File: src/rtl/led_ctrl_pkg.sv
// +----------------------------------------------------------------------+
// | led_ctrl_pkg : shared encodings and pattern helpers for LED control |
// | Rev 1.0                                                              |
// +----------------------------------------------------------------------+
`default_nettype none

package led_ctrl_pkg;

  typedef enum logic [1:0] {
    ST_IDLE  = 2'd0,
    ST_RUN   = 2'd1,
    ST_PAUSE = 2'd2
  } run_state_t;

  typedef enum logic [1:0] {
    PAT_CHASE = 2'd0,
    PAT_BLINK = 2'd1,
    PAT_COUNT = 2'd2
  } pattern_t;

  localparam int unsigned KEY_START   = 0;
  localparam int unsigned KEY_PATTERN = 1;
  localparam int unsigned KEY_SPEED   = 2;
  localparam int unsigned KEY_CLEAR   = 3;

  localparam logic [3:0] INIT_CHASE = 4'b0001;
  localparam logic [3:0] INIT_BLINK = 4'b1111;
  localparam logic [3:0] INIT_COUNT = 4'b0000;

  function automatic pattern_t pattern_succ(input pattern_t p);
    case (p)
      PAT_CHASE: return PAT_BLINK;
      PAT_BLINK: return PAT_COUNT;
      default:   return PAT_CHASE;
    endcase
  endfunction

  function automatic logic [3:0] pattern_init(input pattern_t p);
    case (p)
      PAT_CHASE: return INIT_CHASE;
      PAT_BLINK: return INIT_BLINK;
      default:   return INIT_COUNT;
    endcase
  endfunction

  function automatic logic [3:0] led_advance(input pattern_t p, input logic [3:0] cur);
    case (p)
      PAT_CHASE: return {cur[2:0], cur[3]};
      PAT_BLINK: return ~cur;
      default:   return cur + 4'd1;
    endcase
  endfunction

endpackage

`default_nettype wire

File: src/rtl/tick_gen.sv
// +----------------------------------------------------------------------+
// | tick_gen : step prescaler, period TICK_DIV >> speed                  |
// | Rev 1.0                                                              |
// +----------------------------------------------------------------------+
`default_nettype none

module tick_gen #(
  parameter int TICK_DIV = 25_000_000
) (
  input  logic       clk,
  input  logic       reset,
  input  logic       en,
  input  logic       clr,
  input  logic [1:0] speed,
  output logic       tick
);

  localparam int CW = $clog2(TICK_DIV);

  logic [CW-1:0] count;
  logic [CW-1:0] last;

  assign last = CW'((TICK_DIV >> speed) - 1);
  assign tick = en && (count == last);

  always_ff @(posedge clk) begin
    if (reset || clr) begin
      count <= '0;
    end else if (en) begin
      // >= keeps the counter bounded even if speed moved without a clear
      if (count >= last) count <= '0;
      else               count <= count + 1'b1;
    end
  end

endmodule

`default_nettype wire

File: src/rtl/led_pattern_ctrl.sv
// +----------------------------------------------------------------------+
// | led_pattern_ctrl : key-driven LED pattern sequencer (IDLE/RUN/PAUSE) |
// | Rev 1.0                                                              |
// +----------------------------------------------------------------------+
`default_nettype none

module led_pattern_ctrl
  import led_ctrl_pkg::*;
#(
  parameter int TICK_DIV = 25_000_000
) (
  input  logic       clk,
  input  logic       reset,
  input  logic [3:0] press,
  output logic [3:0] led,
  output logic [1:0] run_state,
  output logic       step
);

  run_state_t state, state_nxt;
  pattern_t   pat, pat_nxt;
  logic [1:0] speed, speed_nxt;
  logic [3:0] led_nxt;
  logic       step_nxt;
  logic       tick, tick_en, tick_clr;

  // Any serviced press freezes the prescaler for that edge, so a press always beats a step.
  assign tick_en  = (state == ST_RUN) && (press == 4'b0000);
  assign tick_clr = press[KEY_CLEAR] ||
                    (press[KEY_START] ? (state == ST_IDLE)
                                      : (press[KEY_PATTERN] || press[KEY_SPEED]));

  tick_gen #(.TICK_DIV(TICK_DIV)) u_tick_gen (
    .clk   (clk),
    .reset (reset),
    .en    (tick_en),
    .clr   (tick_clr),
    .speed (speed),
    .tick  (tick)
  );

  always_ff @(posedge clk) begin
    if (reset) begin
      state <= ST_IDLE;
      pat   <= PAT_CHASE;
      speed <= 2'd0;
      led   <= 4'b0000;
      step  <= 1'b0;
    end else begin
      state <= state_nxt;
      pat   <= pat_nxt;
      speed <= speed_nxt;
      led   <= led_nxt;
      step  <= step_nxt;
    end
  end

  always_comb begin
    state_nxt = state;
    pat_nxt   = pat;
    speed_nxt = speed;
    led_nxt   = led;
    step_nxt  = 1'b0;

    if (press[KEY_CLEAR]) begin
      state_nxt = ST_IDLE;
      pat_nxt   = PAT_CHASE;
      speed_nxt = 2'd0;
      led_nxt   = 4'b0000;
    end else if (press[KEY_START]) begin
      case (state)
        ST_IDLE: begin
          state_nxt = ST_RUN;
          led_nxt   = pattern_init(pat);
        end
        ST_RUN:   state_nxt = ST_PAUSE;
        ST_PAUSE: state_nxt = ST_RUN;
        default:  state_nxt = ST_IDLE;
      endcase
    end else if (press[KEY_PATTERN]) begin
      pat_nxt = pattern_succ(pat);
      if (state == ST_RUN || state == ST_PAUSE) led_nxt = pattern_init(pattern_succ(pat));
      else                                      led_nxt = 4'b0000;
    end else if (press[KEY_SPEED]) begin
      speed_nxt = speed + 2'd1;
    end else if (tick) begin
      led_nxt  = led_advance(pat, led);
      step_nxt = 1'b1;
    end

    // The unused encoding falls back to IDLE with the LEDs dark.
    if (state != ST_IDLE && state != ST_RUN && state != ST_PAUSE) begin
      state_nxt = ST_IDLE;
      led_nxt   = 4'b0000;
      step_nxt  = 1'b0;
    end
  end

  assign run_state = state;

endmodule

`default_nettype wire
File: config.mk
export PLATFORM = sky130hd
export DESIGN_NAME = led_pattern_ctrl
export DESIGN_NICKNAME = d
export VERILOG_FILES = /design/src/rtl/led_ctrl_pkg.sv /design/src/rtl/tick_gen.sv /design/src/rtl/led_pattern_ctrl.sv
export SDC_FILE = /design/constraint.sdc
export NUM_CORES = 1
export LEC_CHECK = 0
export ABC_AREA = 0
export ABC_CLOCK_PERIOD_IN_PS = 8300
export CAP_MARGIN = 20
export CORE_ASPECT_RATIO = 1.2
export CORE_MARGIN = 3
export CORE_UTILIZATION = 25
export DETAILED_ROUTE_END_ITERATION = 10
export PLACE_DENSITY_LB_ADDON = 0.05
export SLEW_MARGIN = 20
export SYNTH_ARGS = -nofsm -noshare
export SYNTH_HDL_FRONTEND = slang
export SYNTH_SLANG_ARGS = --single-unit
File: constraint.sdc
create_clock -name clk -period 8.3 [get_ports clk]
set_clock_uncertainty 0.1 [all_clocks]
set_input_delay 1.66 -clock clk [delete_from_list [all_inputs] [get_ports clk]]
set_output_delay 1.66 -clock clk [all_outputs]
set_load 0.02 [all_outputs]
**After elaboration in Yosys (flattened, before gate mapping)**

Cells that the tools add are included.
W data, S select, Z words.

- Eq/ne operators: 9
- Bitwise gates (word level): 3
- Multiply operators: 0
- Reductions and logical operators: 21
- Order comparisons: 1
- Divide/modulo/power cells: 0
- $add $sub $neg: 4
- Muxes and demuxes: 18
- Shifts and indexed selects: 1

Operator list:

| kind | number |
|---|---|
| $add A25 B1 Y25 const B | 1 |
| $eq A25 B25 Y1 | 1 |
| $ge A25 B25 Y1 | 1 |
| $mux W25 | 1 |
| $shr A25 B2 Y25 const A | 1 |
| $sub A25 B2 Y25 const B | 1 |
| $mux W4 | 6 |
| $pmux W4 S2 | 3 |
| $mux W2 | 4 |
| $pmux W2 S2 | 2 |
| $eq A2 B1 Y1 const B | 3 |
| $logic_not A2 Y1 | 3 |
| $reduce_and A3 Y1 | 2 |
| $reduce_or A6 Y1 | 1 |
| $add A4 B1 Y4 const B | 1 |
| $logic_and A1 B1 Y1 | 4 |
| $logic_not A4 Y1 | 1 |
| $logic_or A1 B1 Y1 | 4 |
| $ne A2 B1 Y1 const B | 2 |
| $not A4 Y4 | 1 |
| $reduce_or A2 Y1 | 2 |
| $ne A3 B3 Y1 const B | 1 |
| $reduce_bool A3 Y1 | 1 |
| $reduce_or A3 Y1 | 1 |
| 7 further kinds | 9 |

- Word-level logic and storage cells: 63
- Bits in read-only memories: 0
- Memories: 0
- Bits in writable memories: 0
- Register bits: 36
- Latch bits: 0

**Depth between registers and ports, before layout**

Gate-level depths: netlist of run 1.

- Depth after elaboration: 11
- Depth in mapped cells: 13
- Depth with buffers taken out: 12

**Modules after synthesis**

Synthesis of run 1 repeated with hierarchy kept, for this count alone.

- Cells, all modules: 286
- Area total of the unflattened synthesis: 2461.1 um^2

Modules (own cells, without submodules):

| module | cells each | area each (um^2) | times used |
|---|---|---|---|
| tick_gen | 204 | 1742.9 | 1 |
| led_pattern_ctrl | 82 | 718.2 | 1 |

**Least setup slack after synthesis of run 1**

OpenSTA, ideal clock, no wires.

- Path type: input to register
- From: in press[0]
- To: reg u_tick_gen.count[19]
- Data arrival time: 3.556 ns
- Data required time: 8.073 ns
- Library setup time: 0.127 ns
- Stages on the path: 7
- Setup slack: 4.518 ns
- Cells stage by stage: buf_6 -> or4b_4 -> or3_4 -> or4_4 -> nor2_2 -> xnor2_1 -> nor2_2

- Word-level cells in the longest chain between the ends: 3
- Elaborated cells between the ends (all ways): 5

Ends and longest elaborated chain:

| what | RTL line | source |
|---|---|---|
| start: declaration | led_pattern_ctrl.sv:14 | `input logic [3:0] press,` |
| $mux W1 | led_pattern_ctrl.sv:30 | `(press[KEY_START] ? (state == ST_IDLE)` |
| $logic_or A1 B1 Y1 | led_pattern_ctrl.sv:29 | `assign tick_clr = press[KEY_CLEAR] \|\|` |
| $logic_or A1 B1 Y1 | tick_gen.sv:27 | `if (reset \|\| clr) begin` |
| end signal: assignment | tick_gen.sv:32 | `else count <= count + 1'b1;` |
| end: declaration | tick_gen.sv:20 | `logic [CW-1:0] count;` |

Parallel ways exist; a longest one is shown, timed or not.
A chain may end at the register's enable or synchronous reset.

**Worst setup path after layout of run 1**

- From: in press[0]
- To: reg u_tick_gen.count[11]

The elaborated chain is that of the path after synthesis.

==> impl_metrics.csv, run 1 <==
group,metric,value,unit
outcome,status,"complete, no violations",
logic_synthesis,ys_warn_count,0,
timing,fin_crit_sh,50.8,%
global_routing,grt_max_degree,15,
clock_network,cts_sinks,36,
layout,nFillCells,1032,
global_routing,grt_overflow,0,
layout,seqCellArea,721,um^2
route,drt-total-wl,6500,um
clock_network,postCtsSetupRepairBufs,0,
global_routing,grtUsageMet3,2.25,%
global_routing,grt_pass1_wl,11300,um
job,drv_cap,0,
die,dieArea,11200,um^2
power,vdd_drop_max,0.0618,mV
clock_network,worstSkewPairLatency,280,ps
power,p_switching,0.0920,mW
global_routing,grt_usage,12.7,%
timing,maxSlewHeadroom,54.3,%
clock_network,root_buffer,"clkbuf_16",
worst_setup_path,cp_num_buf_inv,2,
logic_synthesis,yosysUniqueCellTypes,49,
timing,setup_viol,0,
global_routing,met2_usage,23.3,%
route,viasPerCell,4.80,
layout,num-nets-final,353,
power,power_density,137,nW/um^2
die,io_pins,13,
layout,num_antenna_cells,0,
die,fp.dieH,115,um
logic_synthesis,synth_edf_count,0,
clock_network,cts_resized,0,
logic_synthesis,synth_area,2490,um^2
worst_setup_path,worstPathArrival,4320,ps
worst_setup_path,r2r_slack,4650,ps
die,die_w,97.1,um
logic_synthesis,postSynthCellCount,303,
worst_setup_path,worstPathMaxFanout,13,
worst_setup_path,cp_common_cell,"o211ai_1",
worst_setup_path,cpPeakStageDelay,570,ps
route,first_pass_iters,4,
place,gp_congestion,0.731,
die,row_count,39,
die,core_region_area,9610,um^2
power,seq_power_share,44.8,%
clock_network,htreeDepth,2,
power,power_frac_comb,6.6,%
layout,multi_input_area,1690,um^2
logic_synthesis,avgSynthCellArea,8.21,um^2
logic_synthesis,synth_seq_cells,36,
worst_setup_path,path_class,"in -> reg",
route,ant_nets,0,
route,drc,0,
timing,layout_min_cycle_time,4220,ps
global_routing,grt_pass1_vias,2215,
power,clockPowerShare,48.7,%
timing,hold_viol_final,0,
power,p_int,0.304,mW
layout,final_core_util,30.0,%
timing,setup-tns-final,0,ps
worst_setup_path,crit_family,"compound AO/OA/AOI/OAI gates",
hold_path,hp-class,"reg -> reg",
worst_setup_path,required,8400,ps
timing,fmax,237,MHz
layout,areaGrowthSynthToFinish,15.8,%
clock_network,cts_tree,"done",
worst_setup_path,start_kind,"primary input",
clock_network,clockBufferDepth,2,
timing,rsz0062_at_grt,"no",
power,switching_share,23.2,%
worst_setup_path,cp_slowest_cell,"clkdlybuf4s50_1",
logic_synthesis,synth_flop_cell,"dfxtp_1",
timing,whs,436,ps
timing,report.final.slew_viol_count,0,
timing,tightest_slew,684,ps
logic_synthesis,ys_seq_area_share,29.0,%
route,drt_iter0_drc,45,
global_routing,antenna_found_initial,0,
worst_setup_path,end_kind,"flop",
global_routing,grt.met1_usage,14.9,%
power,p_leak,1.06,nW
route,wl_per_cell,14.8,um
worst_setup_path,crit_chain,"clkdlybuf4s50_1, or3_1, a21o_1, a2111oi_0, o211ai_1, buf_4, or4_1, o211ai_1",
clock_network,holdBufCountCts,0,
global_routing,grt.busiest_layer,"met2",
logic_synthesis,async_reset_ff_share,0,%
clock_network,clk_pin_slew_worst_paths,50,ps
clock_network,cts_inserted_buffers,5,
die,initial_core_util,25.9,%
place,numPortBuffers,12,
route,vias,2106,
place,hpwl,5050,um
layout,drive_gt1_share,6.65,%
[kinds of logic after synthesis]
family	share of synthesized area, %
fa+ha+maj	16.1
other cells	0.151
buf+inv	3.32
xor+xnor	6.69
flops	29.0
mux	1.21
simple gates	27.4
compound gates	16.2
[synthesized netlist by cell type (3+ instances only)]
| cell type | number | area [um^2] |
|---|---|---|
| nor3_1 | 3 | 15.0 |
| xor2_1 | 9 | 78.8 |
| a211oi_1 | 4 | 30.0 |
| mux2i_1 | 3 | 30.0 |
| o21ai_0 | 6 | 30.0 |
| a21oi_1 | 19 | 95.1 |
| nand2_1 | 33 | 124 |
| dfxtp_1 | 36 | 721 |
| ha_1 | 32 | 400 |
| o211ai_1 | 7 | 52.6 |
| xnor2_1 | 10 | 87.6 |
| and3_1 | 4 | 25.0 |
| clkbuf_1 | 6 | 22.5 |
| o22ai_1 | 4 | 25.0 |
| nand2b_1 | 3 | 18.8 |
| nand4_1 | 8 | 50.1 |
| a21o_1 | 10 | 75.1 |
| nor3b_1 | 3 | 22.5 |
| nor2_2 | 4 | 25.0 |
| inv_1 | 11 | 41.3 |
| nor2_1 | 32 | 120 |
| or3_1 | 8 | 50.1 |
| or2_2 | 3 | 18.8 |
| nand3_1 | 10 | 50.1 |
| nor4_1 | 5 | 31.3 |
[layout make-up]
class                      instances  area share, %
clock buffer                       6           4.82
clock inverter                     2          0.348
inverter                          11           1.43
multi-input combinational        248           58.6
sequential                        36           25.0
tap                              123           5.34
timing repair buffer              13           4.43
[final timing paths]
check | start | end | depth (start not counted)
worst max-delay path | press[0] | u_tick_gen.count[11] | 8
worst min-delay path | u_tick_gen.count[11] | u_tick_gen.count[11] | 2
worst min register to register | u_tick_gen.count[11] | u_tick_gen.count[11] | 2
worst max register to register | speed[1] | led[1] | 10
[cells in the final DEF, fill, tap and decap left out, types with 3 or more instances in the layout]
cell	count
dfxtp_1	36
nand2_1	33
nor2_1	32
ha_1	32
a21oi_1	19
clkdlybuf4s50_1	12
inv_1	11
xnor2_1	10
nand3_1	10
a21o_1	10
xor2_1	9
nand4_1	8
or3_1	8
o211ai_1	7
o21ai_0	6
nor4_1	5
clkbuf_16	5
a211oi_1	4
o22ai_1	4
and3_1	4
nor2_2	4
nor3b_1	3
nand2b_1	3
mux2i_1	3
or2_2	3
nor3_1	3
[stage by stage]
stage | setup slack [ps] | power [mW] | area (um^2) | std cells
after floorplan | 4520 | 0.197 | 2490 | 304
after global placement | 3810 | 0.208 | 2730 | 431
after detailed placement | 3750 | 0.208 | 2730 | 431
after CTS | 4040 | 0.406 | 2880 | 439
after global routing | 3880 | 0.415 | 2880 | 439
final | 4080 | 0.396 | 2880 | 439
[metal layers]
metal,vias up,share of wire (%)
li1,1107,-
met1,979,46
met2,12,51
met3,8,1.3
met4,0,1.9
met5,-,0
[state kept, by name (all words and copies together), names as in the netlist]
| name | count |
|---|---|
| u_tick_gen.count | 25 |
| step | 1 |
| led | 4 |
| speed | 2 |
| pat | 2 |
| run_state | 2 |
[tightest hold or removal path: stages, from the launching register on]
cell,delay [ps]
dfxtp_1,340
nand2_1,70
o211ai_1,70
[power by group through the flow]
stage	registers, mW	clock network, mW	logic, mW
finish	0.177	0.193	0.0261
global route	0.178	0.208	0.0300
CTS	0.177	0.202	0.0268
detailed placement	0.181	0	0.0267
global placement	0.181	0	0.0269
floorplan	0.181	0	0.0157
(Power assumes the default switching activity.)
==> inputs of run 2 (changes only) <==
--- a/config.mk
+++ b/config.mk
@@ -6,7 +6,7 @@
 export NUM_CORES = 1
 export LEC_CHECK = 0
 export ABC_AREA = 0
-export ABC_CLOCK_PERIOD_IN_PS = 8300
+export ABC_CLOCK_PERIOD_IN_PS = 4400
 export CAP_MARGIN = 20
 export CORE_ASPECT_RATIO = 1.2
 export CORE_MARGIN = 3
==> constraint.sdc (replaced) <==
create_clock -name clk -period 4.4 [get_ports clk]
set_clock_uncertainty 0.1 [all_clocks]
set_input_delay 0.88 -clock clk [delete_from_list [all_inputs] [get_ports clk]]
set_output_delay 0.88 -clock clk [all_outputs]
set_load 0.02 [all_outputs]
==> impl_metrics.csv, run 2 (synthesis results as in run 1) <==
group,metric,value,unit
timing,report.final.slew_viol_count,0,
worst_setup_path,required,4440,ps
clock_network,root_buffer,"clkbuf_16",
layout,layout_commonest_cell,"dfxtp_1",
power,vdd_drop_max,0.125,mV
timing,setup_viol,0,
worst_setup_path,path_class,"reg -> reg",
route,drt-total-wl,6290,um
hold_path,hold_start,"u_tick_gen.count[11]",
job,drv_cap,0,
power,power_density,262,nW/um^2
timing,fin_crit_sh,78.8,%
route,drc,0,
timing,rsz0062_at_grt,"no",
clock_network,holdBufCountCts,0,
worst_setup_path,cpPeakStageDelay,590,ps
layout,reg_top3,"u_tick_gen.count: 25 flops, led: 4 flops",
clock_network,cts_resized,0,
timing,fmax,288,MHz
place,gp_congestion,0.722,
layout,num-nets-final,354,
global_routing,grt_pass1_wl,10700,um
route,drt_iter0_drc,28,
worst_setup_path,cp_slowest_cell,"or4_1",
worst_setup_path,cp_num_buf_inv,1,
global_routing,grt_usage,12.1,%
route,first_pass_iters,4,
timing,maxSlewHeadroom,61.9,%
power,power.total,0.757,mW
worst_setup_path,end_kind,"flop",
hold_path,hp-class,"reg -> reg",
worst_setup_path,start_kind,"flop",
worst_setup_path,cp_common_cell,"o211ai_1",
global_routing,grt_max_degree,15,
place,placed_area,2740,um^2
timing,tightest_slew,572,ps
layout,layout_common_cells,"dfxtp_1, nand2_1, nor2_1, ha_1, a21oi_1",
layout,areaGrowthSynthToFinish,16.2,%
layout,top_register,"u_tick_gen.count",
global_routing,grt_pass1_vias,2091,
die,dieArea,11200,um^2
place,hpwl,4870,um
clock_network,clk_pin_slew_worst_paths,60,ps
clock_network,postCtsSetupRepairBufs,0,
route,vias,2080,
global_routing,grt_overflow,0,
layout,drive_gt1_share,6.65,%
timing,hold_viol_final,0,
worst_setup_path,crit_family,"compound AO/OA/AOI/OAI gates",
global_routing,antenna_found_initial,0,
route,ant_nets,0,
worst_setup_path,worstPathMaxFanout,14,
die,initial_core_util,25.9,%
timing,layout_min_cycle_time,3470,ps
power,p_leak,1.07,nW
place,numPortBuffers,12,
die,io_pins,13,
outcome,status,"complete, no violations",
die,core_region_area,9610,um^2
layout,num_antenna_cells,0,
route,wl_per_cell,14.3,um
worst_setup_path,rr_startpoint,"speed[1]",
die,die_w,97.1,um
clock_network,clockBufferDepth,2,
clock_network,cts_inserted_buffers,5,
worst_setup_path,crit_chain,"inv_1, ha_1, or4_1, ha_1, nand4b_1, o211ai_1, o211ai_1, o211ai_1, a21o_1, nor2_1",
timing,setup-tns-final,0,ps
die,row_count,39,
die,fp.dieH,115,um
layout,largest_register_ffs,25,
route,viasPerCell,4.74,
worst_setup_path,crit_start,"speed[1]",
layout,fin_area,2890,um^2
worst_setup_path,worstPathArrival,3510,ps
layout,final_core_util,30.1,%
timing,whs,433,ps
clock_network,worstSkewPairLatency,280,ps
clock_network,cts_tree,"done",
clock_network,cts_sinks,36,
clock_network,htreeDepth,2,
run 2: cell count changes in the layout (fill, tap and decap cells not counted):
cell      before  now
buf_4          1    2
clkinv_2       2    0
clkbuf_8       1    2
run 2: worst register-to-register path, stage by stage (launching register included):
cell and delay (ps):
dfxtp_1 480, inv_1 190, ha_1 290, or4_1 590, ha_1 320, nand4b_1 150
o211ai_1 220, o211ai_1 150, o211ai_1 200, a21o_1 540, nor2_1 110
run 2: final cells by class:
cell class              instances  area [um^2]
well taps                     123          154
fillers                      1016         6720
flip-flops and latches         36          721
repair buffers                 14          135
inverters                      11         41.3
multi-input cells             248         1690
clock buffers                   7          153
run 2: per-layer routing:
layer | vias up | GRT usage [%] | share of wire (%)
li1 | 1103 | - | -
met1 | 957 | 14.5 | 47
met2 | 15 | 21.9 | 49
met3 | 5 | 2.43 | 2.1
met4 | 0 | 3.93 | 1.5
met5 | - | 0 | 0
run 2: where the power goes:
group	internal, mW	switching [mW]
Clock	0.238	0.135
Combinational	0.0218	0.0278
Sequential	0.329	0.00540
run 2: final timing paths:
kind / endpoint / slack [ps] / depth (start not counted)
min reg2reg: u_tick_gen.count[11] / 430 / 2
max reg2reg: u_tick_gen.count[16] / 930 / 10
max: u_tick_gen.count[16] / 930 / 10
min: u_tick_gen.count[11] / 430 / 2
run 2: per-stage QoR:
step / instances / setup slack, ps
after detailed placement: 432 / 633
after global placement: 432 / 662
after floorplan: 304 / 1400
final: 439 / 931
after CTS: 439 / 773
after global routing: 439 / 631
==> inputs of run 3 (changes only) <==
--- a/config.mk
+++ b/config.mk
@@ -6,7 +6,7 @@
 export NUM_CORES = 1
 export LEC_CHECK = 0
 export ABC_AREA = 0
-export ABC_CLOCK_PERIOD_IN_PS = 4400
+export ABC_CLOCK_PERIOD_IN_PS = 2800
 export CAP_MARGIN = 20
 export CORE_ASPECT_RATIO = 1.2
 export CORE_MARGIN = 3
==> constraint.sdc (replaced) <==
create_clock -name clk -period 2.8 [get_ports clk]
set_clock_uncertainty 0.1 [all_clocks]
set_input_delay 0.56 -clock clk [delete_from_list [all_inputs] [get_ports clk]]
set_output_delay 0.56 -clock clk [all_outputs]
set_load 0.02 [all_outputs]
==> impl_metrics.csv, run 3 (synthesis results as in run 1) <==
group,metric,value,unit
outcome,status,"complete, but fails checks",
outcome,violations,"setup timing",
route,drt-total-wl,6860,um
layout,num-nets-final,396,
timing,layout_min_cycle_time,2840,ps
timing,setup_viol,3,
layout,layout_common_cells,"buf_4, dfxtp_1, nand2_1, ha_1, nor2_1",
worst_setup_path,path_class,"reg -> reg",
worst_setup_path,worstPathArrival,2910,ps
layout,largest_register_ffs,25,
clock_network,root_buffer,"clkbuf_16",
clock_network,cts_sinks,36,
route,first_pass_iters,4,
die,fp.dieH,115,um
global_routing,antenna_found_initial,0,
power,vdd_drop_max,0.171,mV
timing,rsz0062_at_grt,"yes",
die,row_count,39,
route,viasPerCell,4.81,
worst_setup_path,crit_family,"compound AO/OA/AOI/OAI gates",
place,dp_cells,469,
layout,final_cells,481,
worst_setup_path,cp_num_buf_inv,2,
layout,areaGrowthSynthToFinish,38.4,%
clock_network,htreeDepth,2,
layout,drive_gt1_share,28.5,%
die,dieArea,11200,um^2
job,drv_cap,0,
timing,hold_viol_final,0,
place,hpwl,5250,um
die,io_pins,13,
route,wl_per_cell,14.3,um
worst_setup_path,start_kind,"flop",
worst_setup_path,cp_common_cell,"o211ai_1",
route,drc,0,
global_routing,grt_overflow,0,
worst_setup_path,crit_chain,"buf_6, ha_4, or4_4, ha_4, nand4b_1, o211ai_1, o211ai_1, o211ai_1, buf_4, o22ai_2, a21o_1",
global_routing,grt_pass1_wl,11500,um
global_routing,grt_pass1_vias,2275,
clock_network,clk_pin_slew_worst_paths,60,ps
timing,fin_crit_sh,101,%
place,pre_cts_ws,-321,ps
timing,timing.final.ws_setup,-35.6,ps
power,p_leak,1.31,nW
worst_setup_path,required,2870,ps
route,vias,2313,
timing,fmax,353,MHz
layout,layout_commonest_cell,"buf_4",
layout,nFillCells,1012,
die,die_w,97.1,um
worst_setup_path,cpPeakStageDelay,490,ps
route,ant_nets,0,
layout,num_antenna_cells,0,
die,initial_core_util,25.9,%
clock_network,cts_inserted_buffers,5,
worst_setup_path,worstPathMaxFanout,6,
layout,reg_top3,"u_tick_gen.count: 25 flops, led: 4 flops",
layout,top_register,"u_tick_gen.count",
route,drt_iter0_drc,65,
timing,whs,429,ps
power,power_density,339,nW/um^2
hold_path,hp-class,"reg -> reg",
worst_setup_path,end_kind,"flop",
clock_network,clockBufferDepth,2,
power,power.total,1.17,mW
global_routing,grt_max_degree,15,
layout,final_core_util,35.8,%
global_routing,grt_usage,12.9,%
place,gp_congestion,0.747,
die,core_region_area,9610,um^2
place,numPortBuffers,12,
clock_network,worstSkewPairLatency,280,ps
timing,report.final.slew_viol_count,0,
worst_setup_path,cp_slowest_cell,"or4_4",
clock_network,cts_tree,"done",
[run 3: report_power, final]
| group | internal [mW] | switching [mW] |
|---|---|---|
| combinational | 0.0541 | 0.0551 |
| clock | 0.323 | 0.209 |
| sequential | 0.516 | 0.00905 |
[run 3: per-stage QoR]
stage	instance area (um^2)	TNS [ps]
detailed placement	3040	-4870
CTS	3330	-91.5
finish	3440	-75.1
global route	3440	-3070
floorplan	2500	0
global placement	3040	-4620
[run 3: area by class of cell]
class	instances	area, um^2	share of cell area [%]
clock buffer	6	129	3.74
clock inverter	1	5.00	0.145
inverter	11	46.3	1.34
multi-input combinational	248	1900	55.1
sequential	36	728	21.1
tap	123	154	4.47
timing repair buffer	56	485	14.1
[run 3: what timing repair did]
| action | in CTS | in global routing |
|---|---|---|
| endpoints found under the hold margin | 0 | 0 |
| setup endpoints to repair | 29 | 29 |
| cloned | 1 | 0 |
| hold buffers | 0 | 0 |
| pin swaps | 23 | 14 |
| gates resized for setup | 30 | 25 |
| buffers inserted | 3 | 1 |
[run 3: worst min-delay path, cell delays in order (launching register included)]
cell	delay [ps]
dfxtp_1	350
xor2_1	80
nor2_1	70
[run 3: worst paths after layout]
kind / startpoint / end / slack, ps / cells after the start
hold / removal: u_tick_gen.count[24] / u_tick_gen.count[24] / 430 / 2
setup reg to reg: speed[1] / u_tick_gen.count[9] / -40 / 11
setup / recovery: speed[1] / u_tick_gen.count[9] / -40 / 11
hold reg to reg: u_tick_gen.count[24] / u_tick_gen.count[24] / 430 / 2
[run 3: routing by layer]
| layer | share of wire [%] | vias to the layer above | global-route usage, % | wire length (um) |
|---|---|---|---|---|
| met5 | 0 | - | 0 | 0 |
| li1 | - | 1193 | - | - |
| met2 | 54 | 17 | 24.3 | 3680 |
| met1 | 43 | 1096 | 14.2 | 2930 |
| met4 | 1.5 | 0 | 5.15 | 104 |
| met3 | 2.0 | 7 | 2.73 | 135 |
